[src/rtl/cpu_pkg.sv]
`default_nettype none
// +--------------------------------------------------------------------------+
// | Module   : cpu_pkg                                                       |
// | Purpose  : Shared CPU definitions: MIPS instruction field positions,    |
// |            fetch FSM state encoding, default reset PC and PC step.       |
// | Ports    : none (package)                                                |
// | Revision : 1.0 - initial release                                         |
// +--------------------------------------------------------------------------+
package cpu_pkg;

    // Fetch defaults
    localparam logic [31:0] c_reset_pc_default = 32'h0000_0000;
    localparam logic [31:0] c_pc_step_default  = 32'd4;

    // MIPS field bit positions
    localparam int c_opcode_msb = 31;
    localparam int c_opcode_lsb = 26;
    localparam int c_rs_msb     = 25;
    localparam int c_rs_lsb     = 21;
    localparam int c_rt_msb     = 20;
    localparam int c_rt_lsb     = 16;
    localparam int c_rd_msb     = 15;
    localparam int c_rd_lsb     = 11;
    localparam int c_funct_msb  = 5;
    localparam int c_funct_lsb  = 0;
    localparam int c_imm_msb    = 15;
    localparam int c_imm_lsb    = 0;
    localparam int c_tgt_msb    = 25;
    localparam int c_tgt_lsb    = 0;

    // Fetch FSM state encoding
    typedef enum logic [1:0] {
        S_BOOT = 2'd0,
        S_REQ  = 2'd1,
        S_HOLD = 2'd2
    } fetch_state_t;

endpackage
`default_nettype wire

[src/rtl/if_field_split.sv]
`default_nettype none
// +--------------------------------------------------------------------------+
// | Module   : if_field_split                                                |
// | Purpose  : Combinational split of a 32-bit MIPS word into its fields.    |
// |            Shared by fetch and later decode.                             |
// | Ports    : instr  in  32  raw instruction word                           |
// |            opcode out 6, rs/rt/rd out 5, funct out 6, imm16 out 16,      |
// |            target out 26                                                 |
// | Revision : 1.0 - initial release                                         |
// +--------------------------------------------------------------------------+
module if_field_split
    import cpu_pkg::*;
(
    input  logic [31:0] instr,
    output logic [5:0]  opcode,
    output logic [4:0]  rs,
    output logic [4:0]  rt,
    output logic [4:0]  rd,
    output logic [5:0]  funct,
    output logic [15:0] imm16,
    output logic [25:0] target
);

    assign opcode = instr[c_opcode_msb:c_opcode_lsb];
    assign rs     = instr[c_rs_msb:c_rs_lsb];
    assign rt     = instr[c_rt_msb:c_rt_lsb];
    assign rd     = instr[c_rd_msb:c_rd_lsb];
    assign funct  = instr[c_funct_msb:c_funct_lsb];
    assign imm16  = instr[c_imm_msb:c_imm_lsb];
    assign target = instr[c_tgt_msb:c_tgt_lsb];

endmodule
`default_nettype wire

[src/rtl/instr_fetch.sv]
`default_nettype none
// +--------------------------------------------------------------------------+
// | Module   : instr_fetch                                                   |
// | Purpose  : Fetch stage and IF/ID register. Owns the PC, the fetch FSM,   |
// |            a one-entry skid buffer and the drop flag used to discard a   |
// |            word still in flight when a flush arrives.                    |
// | Ports    : clk, rst_n (sync, active low)                                 |
// |            imem_req/imem_addr out, imem_ack/imem_rdata in                |
// |            stall, flush, redirect_pc in                                  |
// |            id_valid, id_pc, id_pc_plus4, id_instr and decoded fields out |
// |            perf_fetch_cnt, perf_stall_cnt out (only with IF_PERF_CNT_EN) |
// | Config   : IF_PERF_CNT_EN adds the two performance counters.             |
// | Revision : 1.0 - initial release                                         |
// +--------------------------------------------------------------------------+
module instr_fetch
    import cpu_pkg::*;
#(
    parameter logic [31:0] RESET_PC = c_reset_pc_default,
    parameter logic [31:0] PC_STEP  = c_pc_step_default
) (
    input  logic        clk,
    input  logic        rst_n,
    output logic        imem_req,
    output logic [31:0] imem_addr,
    input  logic        imem_ack,
    input  logic [31:0] imem_rdata,
    input  logic        stall,
    input  logic        flush,
    input  logic [31:0] redirect_pc,
    output logic        id_valid,
    output logic [31:0] id_pc,
    output logic [31:0] id_pc_plus4,
    output logic [31:0] id_instr,
    output logic [5:0]  id_opcode,
    output logic [4:0]  id_rs,
    output logic [4:0]  id_rt,
    output logic [4:0]  id_rd,
    output logic [5:0]  id_funct,
    output logic [15:0] id_imm16,
    output logic [25:0] id_target
`ifdef IF_PERF_CNT_EN
    ,
    output logic [31:0] perf_fetch_cnt,
    output logic [31:0] perf_stall_cnt
`endif
);

    fetch_state_t r_state, w_state_nxt;
    logic [31:0]  r_pc, w_pc_nxt;
    logic         r_drop, w_drop_nxt;
    logic [31:0]  r_drop_addr, w_drop_addr_nxt;
    logic [31:0]  r_skid_instr, w_skid_instr_nxt;
    logic [31:0]  r_skid_pc, w_skid_pc_nxt;
    logic         r_id_valid, w_id_valid_nxt;
    logic [31:0]  r_id_pc, w_id_pc_nxt;
    logic [31:0]  r_id_pc_plus4, w_id_pc_plus4_nxt;
    logic [31:0]  r_id_instr, w_id_instr_nxt;
    logic         w_slot_free;

    // While dropping, the old address must stay on the bus until its ack,
    // even though r_pc already holds the redirect target.
    assign imem_req    = (r_state == S_REQ);
    assign imem_addr   = r_drop ? r_drop_addr : r_pc;
    assign w_slot_free = !r_id_valid || !stall;

    always_ff @(posedge clk) begin
        if (!rst_n) begin
            r_state       <= S_BOOT;
            r_pc          <= RESET_PC;
            r_drop        <= 1'b0;
            r_drop_addr   <= RESET_PC;
            r_skid_instr  <= '0;
            r_skid_pc     <= '0;
            r_id_valid    <= 1'b0;
            r_id_pc       <= '0;
            r_id_pc_plus4 <= '0;
            r_id_instr    <= '0;
        end else begin
            r_state       <= w_state_nxt;
            r_pc          <= w_pc_nxt;
            r_drop        <= w_drop_nxt;
            r_drop_addr   <= w_drop_addr_nxt;
            r_skid_instr  <= w_skid_instr_nxt;
            r_skid_pc     <= w_skid_pc_nxt;
            r_id_valid    <= w_id_valid_nxt;
            r_id_pc       <= w_id_pc_nxt;
            r_id_pc_plus4 <= w_id_pc_plus4_nxt;
            r_id_instr    <= w_id_instr_nxt;
        end
    end

    always_comb begin
        w_state_nxt       = r_state;
        w_pc_nxt          = r_pc;
        w_drop_nxt        = r_drop;
        w_drop_addr_nxt   = r_drop_addr;
        w_skid_instr_nxt  = r_skid_instr;
        w_skid_pc_nxt     = r_skid_pc;
        w_id_valid_nxt    = r_id_valid;
        w_id_pc_nxt       = r_id_pc;
        w_id_pc_plus4_nxt = r_id_pc_plus4;
        w_id_instr_nxt    = r_id_instr;

        // Downstream consumed the ID word; a new capture below overrides this.
        if (r_id_valid && !stall) begin
            w_id_valid_nxt = 1'b0;
        end

        if (flush) begin
            w_id_valid_nxt = 1'b0;
            w_state_nxt    = S_REQ;
            w_pc_nxt       = redirect_pc;
            // An unacked request cannot be withdrawn; remember it so its
            // eventual ack is swallowed. An ack this cycle closes it.
            if (imem_req && !imem_ack) begin
                w_drop_nxt      = 1'b1;
                w_drop_addr_nxt = imem_addr;
            end else begin
                w_drop_nxt = 1'b0;
            end
        end else begin
            case (r_state)
                S_BOOT: begin
                    w_state_nxt = S_REQ;
                end
                S_REQ: begin
                    if (imem_ack) begin
                        if (r_drop) begin
                            w_drop_nxt = 1'b0;
                        end else if (w_slot_free) begin
                            w_id_valid_nxt    = 1'b1;
                            w_id_pc_nxt       = r_pc;
                            w_id_pc_plus4_nxt = r_pc + PC_STEP;
                            w_id_instr_nxt    = imem_rdata;
                            w_pc_nxt          = r_pc + PC_STEP;
                        end else begin
                            w_skid_instr_nxt = imem_rdata;
                            w_skid_pc_nxt    = r_pc;
                            w_pc_nxt         = r_pc + PC_STEP;
                            w_state_nxt      = S_HOLD;
                        end
                    end
                end
                S_HOLD: begin
                    if (!stall) begin
                        w_id_valid_nxt    = 1'b1;
                        w_id_pc_nxt       = r_skid_pc;
                        w_id_pc_plus4_nxt = r_skid_pc + PC_STEP;
                        w_id_instr_nxt    = r_skid_instr;
                        w_state_nxt       = S_REQ;
                    end
                end
                default: begin
                    w_state_nxt = S_BOOT;
                end
            endcase
        end
    end

    assign id_valid    = r_id_valid;
    assign id_pc       = r_id_pc;
    assign id_pc_plus4 = r_id_pc_plus4;
    assign id_instr    = r_id_instr;

    if_field_split u_field_split (
        .instr  (r_id_instr),
        .opcode (id_opcode),
        .rs     (id_rs),
        .rt     (id_rt),
        .rd     (id_rd),
        .funct  (id_funct),
        .imm16  (id_imm16),
        .target (id_target)
    );

`ifdef IF_PERF_CNT_EN
    logic [31:0] r_perf_fetch;
    logic [31:0] r_perf_stall;
    logic        w_accept;

    // A word is accepted when it lands in ID or skid: live ack in S_REQ
    // that is neither being dropped nor killed by a flush.
    assign w_accept = imem_req && imem_ack && !r_drop && !flush;

    always_ff @(posedge clk) begin
        if (!rst_n) begin
            r_perf_fetch <= '0;
            r_perf_stall <= '0;
        end else begin
            if (w_accept) begin
                r_perf_fetch <= r_perf_fetch + 32'd1;
            end
            if (r_id_valid && stall) begin
                r_perf_stall <= r_perf_stall + 32'd1;
            end
        end
    end

    assign perf_fetch_cnt = r_perf_fetch;
    assign perf_stall_cnt = r_perf_stall;
`endif

endmodule
`default_nettype wire

[config.mk]
export PLATFORM = sky130hd
export DESIGN_NAME = instr_fetch
export DESIGN_NICKNAME = d
export VERILOG_FILES = /design/src/rtl/cpu_pkg.sv /design/src/rtl/if_field_split.sv /design/src/rtl/instr_fetch.sv
export SDC_FILE = /design/constraint.sdc
export NUM_CORES = 1
export LEC_CHECK = 0
export CAP_MARGIN = 20
export CORE_AREA = 5 5 154 156
export DETAILED_ROUTE_END_ITERATION = 10
export DIE_AREA = 0 0 159 161
export HOLD_SLACK_MARGIN = 0.06
export PLACE_DENSITY = 0.85
export SLEW_MARGIN = 20
export SYNTH_ARGS = -nofsm -noshare
export SYNTH_HDL_FRONTEND = slang
export SYNTH_SLANG_ARGS = --single-unit
[constraint.sdc]
create_clock -name clk -period 3.6 [get_ports clk]
set_clock_uncertainty 0.15 [all_clocks]
set_input_delay 1.08 -clock clk [delete_from_list [all_inputs] [get_ports clk]]
set_output_delay 1.08 -clock clk [all_outputs]
set_load 0.01 [all_outputs]
# Yosys cells after proc, flatten, opt, wreduce, memory -nomap -nowiden
# Index checks and enable logic that the tools add are counted.
dict set report totals {
  register_bits 228
  in_bits 69
  output_inout_bits 199
  word_cells 83
}
dict set report classes {
  add_sub_neg 2
  eq_ne 12
  n_mux 36
  n_bitwise 4
  n_reduce_logical 18
}
# cell n
set ops {}
lappend ops {{32-bit two-way mux} 17}
lappend ops {{32-bit one-hot mux with 2 select lines} 3}
lappend ops {{32-bit by 3-bit adder with 32-bit output, second input constant} 2}
lappend ops {{1-bit two-way mux} 10}
lappend ops {{3-bit inequality test, second input constant} 3}
lappend ops {{2-bit two-way mux} 4}
lappend ops {{2-bit inequality test, second input constant} 4}
lappend ops {{4-bit AND reduction} 2}
lappend ops {{2-bit one-hot mux with 3 select lines} 1}
lappend ops {{6-bit AND reduction} 1}
lappend ops {{2-bit nonzero test} 3}
lappend ops {{5-bit AND reduction} 1}
lappend ops {{2-bit by 1-bit inequality test with 1-bit output, second input constant} 2}
lappend ops {{1-bit NOT} 4}
lappend ops {{2-bit AND reduction} 2}
lappend ops {{1-bit logical NOT} 3}
lappend ops {{3-bit by 1-bit inequality test with 1-bit output, second input constant} 1}
lappend ops {{3-bit AND reduction} 1}
lappend ops {{2-bit by 1-bit == test with 1-bit output, second input constant} 1}
lappend ops {{2-bit == test, second input constant} 1}
lappend ops {{1-bit logical AND} 2}
lappend ops {{2-bit logical NOT} 1}
lappend ops {{1-bit one-hot mux with 2 select lines} 1}
lappend ops {{2-bit OR reduction} 1}
lappend ops {{1-bit logical OR} 1}

# Logic depth before layout (Yosys ltp)
# Gate-level depths: netlist of the first run.
dict set report logic_depth {
  word_depth 7
  ltp_mapped 11
  mapped_depth_nobuf 7
}

# Cells and area by module
# From an unflattened synthesis of the first run, not the netlist that was laid out.
dict set report unflattened {
  cells_unflattened 1401
  area_unflattened_um2 11960.2
}
# module n_inst cells_each area_each_um2 seq_area_each_um2
set by_module_without_submodules {}
lappend by_module_without_submodules {instr_fetch 1 1332 11442.2 4524.3}
lappend by_module_without_submodules {if_field_split 1 69 518.0 0.0}

# Worst setup path before layout of the first run
# OpenSTA, ideal clock, no wires.
dict set report synth_path {
  kind {input to register}
  start {input imem_ack}
  end {register r_id_pc_plus4[12] (netlist: id_pc_plus4[12])}
  setup_ps 117
  arrival_time_ps 2578
  t_required_ps 3333
  slack_ps 755
  stages 8
  n_path_buf 3
  path_cell_list {buf_2 and3b_1 clkbuf_1 a2bb2oi_1 or2_2 and2_1 buf_2 a22o_1}
}
dict set report synth_between {
  elab_chain_len 2
}
# element line
set synth_lines {}
lappend synth_lines {{start: declaration} instr_fetch.sv:25} ;# input logic imem_ack,
lappend synth_lines {{2-bit by 1-bit inequality test with 1-bit output (no line)} n/a}
lappend synth_lines {{6-bit AND reduction (no line)} n/a}
lappend synth_lines {{end signal: assignment} instr_fetch.sv:87} ;# r_id_pc_plus4 <= w_id_pc_plus4_nxt;
lappend synth_lines {{end: declaration} instr_fetch.sv:56} ;# logic [31:0] r_id_pc_plus4, w_id_pc_plus4_nxt;
# Every way passes these cells.
# A chain may end at the register's enable or synchronous reset.

# Worst setup path after layout of the first run
dict set report layout_path {
  start {register r_pc[6]}
  end {output imem_addr[6]}
}
dict set report layout_between {
  elab_chain_len 1
}
# element line
set layout_lines {}
lappend layout_lines {{start: declaration} instr_fetch.sv:49} ;# logic [31:0] r_pc, w_pc_nxt;
lappend layout_lines {{start signal: assignment} instr_fetch.sv:80} ;# r_pc <= w_pc_nxt;
lappend layout_lines {{32-bit two-way mux} instr_fetch.sv:63} ;# assign imem_addr = r_drop ? r_drop_addr : r_pc;
lappend layout_lines {{end: declaration} instr_fetch.sv:24} ;# output logic [31:0] imem_addr,
# Every way passes these cells.

==> results of run 1 <==
metrics by stage:
stage               instance area [um2]  std cells  utilization, %  hold WS, ns
finish                            14900       1816            67.2        0.311
global route                      14900       1816            67.2        0.333
CTS                               14900       1816            67.2        0.317
detailed placement                14200       1773            63.7        0.308
global placement                  14200       1773            63.7        0.299
floorplan                         12000       1401               -        0.293
flip-flops by register name, indices dropped and copies added, names as in the netlist:
register / flops
id_instr: 32
id_pc: 32
id_pc_plus4: 30
id_valid: 1
r_drop: 1
r_drop_addr: 32
r_pc: 32
r_skid_instr: 32
r_skid_pc: 32
r_state: 2
power breakdown:
part / internal, W / switching [W] / leakage, nW / total (W)
clock: 0.00146 / 0.00100 / 0.385 / 0.00247
sequential: 0.00260 / 0.000121 / 1.84 / 0.00272
combinational: 0.000484 / 0.000419 / 3.51 / 0.000903
total: 0.00455 / 0.00154 / 5.74 / 0.00609
area by class of cell:
cell class              instances  share of cell area (%)
clock buffers                  38                    4.91
clock inverters                 5                   0.352
inverters                      10                   0.251
multi-input cells             959                    42.2
flip-flops and latches        226                    30.3
well taps                     285                    2.39
repair buffers                293                    19.6
per-layer routing:
layer | wire length, um | GRT usage (%)
met5 | 0 | 0
met4 | 699 | 5.82
met3 | 2770 | 4.36
met2 | 15600 | 41.1
met1 | 14500 | 34.4
path summary, 6_finish.rpt:
kind	slack, ns	endpoint	cells after the start	start
min reg2reg	0.31	r_skid_instr[14]$_SDFFE_PN0P_	2	r_skid_instr[14]$_SDFFE_PN0P_
min	0.31	r_skid_instr[14]$_SDFFE_PN0P_	2	r_skid_instr[14]$_SDFFE_PN0P_
max reg2reg	0.85	id_pc_plus4[25]$_SDFFE_PN0P_	5	r_state[0]$_SDFFE_PN0P_
max	0.23	imem_addr[6]	3	r_pc[6]$_SDFFE_PN0P_
critical path: stages (launching register included):
cell             delay (ns)
dfxtp_1                0.50
inv_1                  0.20
o21ai_0                0.32
clkdlybuf4s50_1        0.60
synth_stat cells (all sizes together) (5+ instances only):
library cell	number	area share, %
mux2	29	2.7
or4	10	0.66
clkbuf	101	3.2
xor2	17	1.2
o21a	9	0.56
or3	11	0.58
inv	10	0.31
o31ai	14	0.88
nand3	46	1.9
nor3	65	2.8
nand2	251	7.9
nand4	23	1.4
and3	7	0.37
nor2	44	1.4
and4	11	0.81
a21boi	71	4.5
mux2i	71	5.9
o211a	78	6.5
dfxtp	226	38
nor3b	34	2.1
xnor2	36	2.6
o31a	5	0.37
o211ai	12	0.75
ha	6	0.63
and2	6	0.31
a32o	8	0.70
a21oi	14	0.59
o21ai	34	1.4
nor4	23	1.4
buf	105	6.1
kinds of logic (layout without fill, tap and decap cells):
logic type	Yosys count	in the layout	synth area share, %
compound gates	256	256	17.0
xor+xnor	53	53	3.88
fa+ha+maj	6	6	0.628
buf+inv	216	346	9.62
flops	226	226	37.8
mux	100	100	8.67
simple gates	544	544	22.4
==> flow_summary.yaml, run 1 <==
status:
  status: "completed"
cts:
  htreeDepth: 1
  cts_tree: "done"
  clk_pin_slew_ns: 0.06
  root_buffer: "clkbuf_16"
  clkSinkCount: 226
  cts_resized: 0
  cts_setup_buffers: 0
  cts_hold_buf: 0
  clk_latency_ns: 0.52
  cts_made_buffers: 24
  clock_path_buffers: 3
logic_synthesis:
  async_flop_share_pct: 0
  syn_avg_cell_area_um2: 8.54
  synth-edff-count: 0
  synth_seq_cells: 226
  synth_cells: 1401
  yosysUniqueCellTypes: 55
  synth-warning-count: 0
  seq_area_frac_synth_pct: 37.8
  syn_area_mm2: 0.0120
  syn-num-nets: 1476
  synth_ff_type: "dfxtp_1"
placed_design:
  place_congestion: 0.874
  dp_slack_ns: 0.311
  numPortBuffers: 267
  dpl.hpwl_um: 23400
timing:
  setup_tns_ns: 0
  maxSlewViolCount: 0
  max_freq_mhz: 297
  finalCriticalPeriod_ns: 3.37
  worst_pin_slew_ns: 0.913
  finalCritPeriodShare_pct: 93.6
  setup_viol: 0
  slew_headroom_pct: 39.1
  rsz0062_at_grt: "no"
  hold_viol_final: 0
  post-route-worst-setup-slack_ns: 0.230
power_and_ir_drop:
  power_w: 0.00609
  peakVddDrop_mv: 0.319
  p_leak_nw: 5.74
  power.density_mw_per_mm2: 408
cells_and_area:
  layout.area.seq_mm2: 0.00452
  drive_gt1_share_pct: 7.05
  final_cell_mix: "clkdlybuf4s50_1, nand2_1, dfxtp_1"
  syn2layout_area_growth_pct: 25.0
  final_common_cell: "clkdlybuf4s50_1"
  diodes: 0
  nets: 1589
  multi_input_area_mm2: 0.00631
  nFillCells: 1768
floorplanning:
  die_h_um: 161
  num_io_pins: 268
  die_area_mm2: 0.0256
  num_rows: 55
  coreArea_mm2: 0.0222
  die_x_um: 159
  start_util_pct: 53.8
detailed_routing:
  drt-pass1-iter-count: 5
  routed_wl_um: 33600
  wire_per_inst_um: 18.5
  drcViolationCount: 0
  first_iter_violations: 1030
  antenna_left: 0
  vias: 10500
  vias_per_cell: 5.80
critical_path:
  arrival_ns: 2.14
  cp-start-kind: "flip-flop"
  worstPathRequired_ns: 2.37
  path_class: "flip-flop to primary output"
  cp-end-kind: "primary output"
  critPathMaxFanout: 8
global_routing:
  first_global_vias: 9945
  grt_pass1_wl_um: 53700
  grt_max_degree: 105
  track_usage_pct: 24.9
  antenna_found_initial: 0
  grt.overflow.total: 0
worst_hold_path:
  min_path_type: "flip-flop to flip-flop"
run:
  maxCapViolCount: 0
No activity file was read; power rests on OpenSTA's default activity.
==> inputs of run 2 (changes only) <==
SKIP_LAST_GASP = 1   (was default)
==> results of run 2 <==
Same layout as run 1: the final DEF is identical, and so are final timing and power.
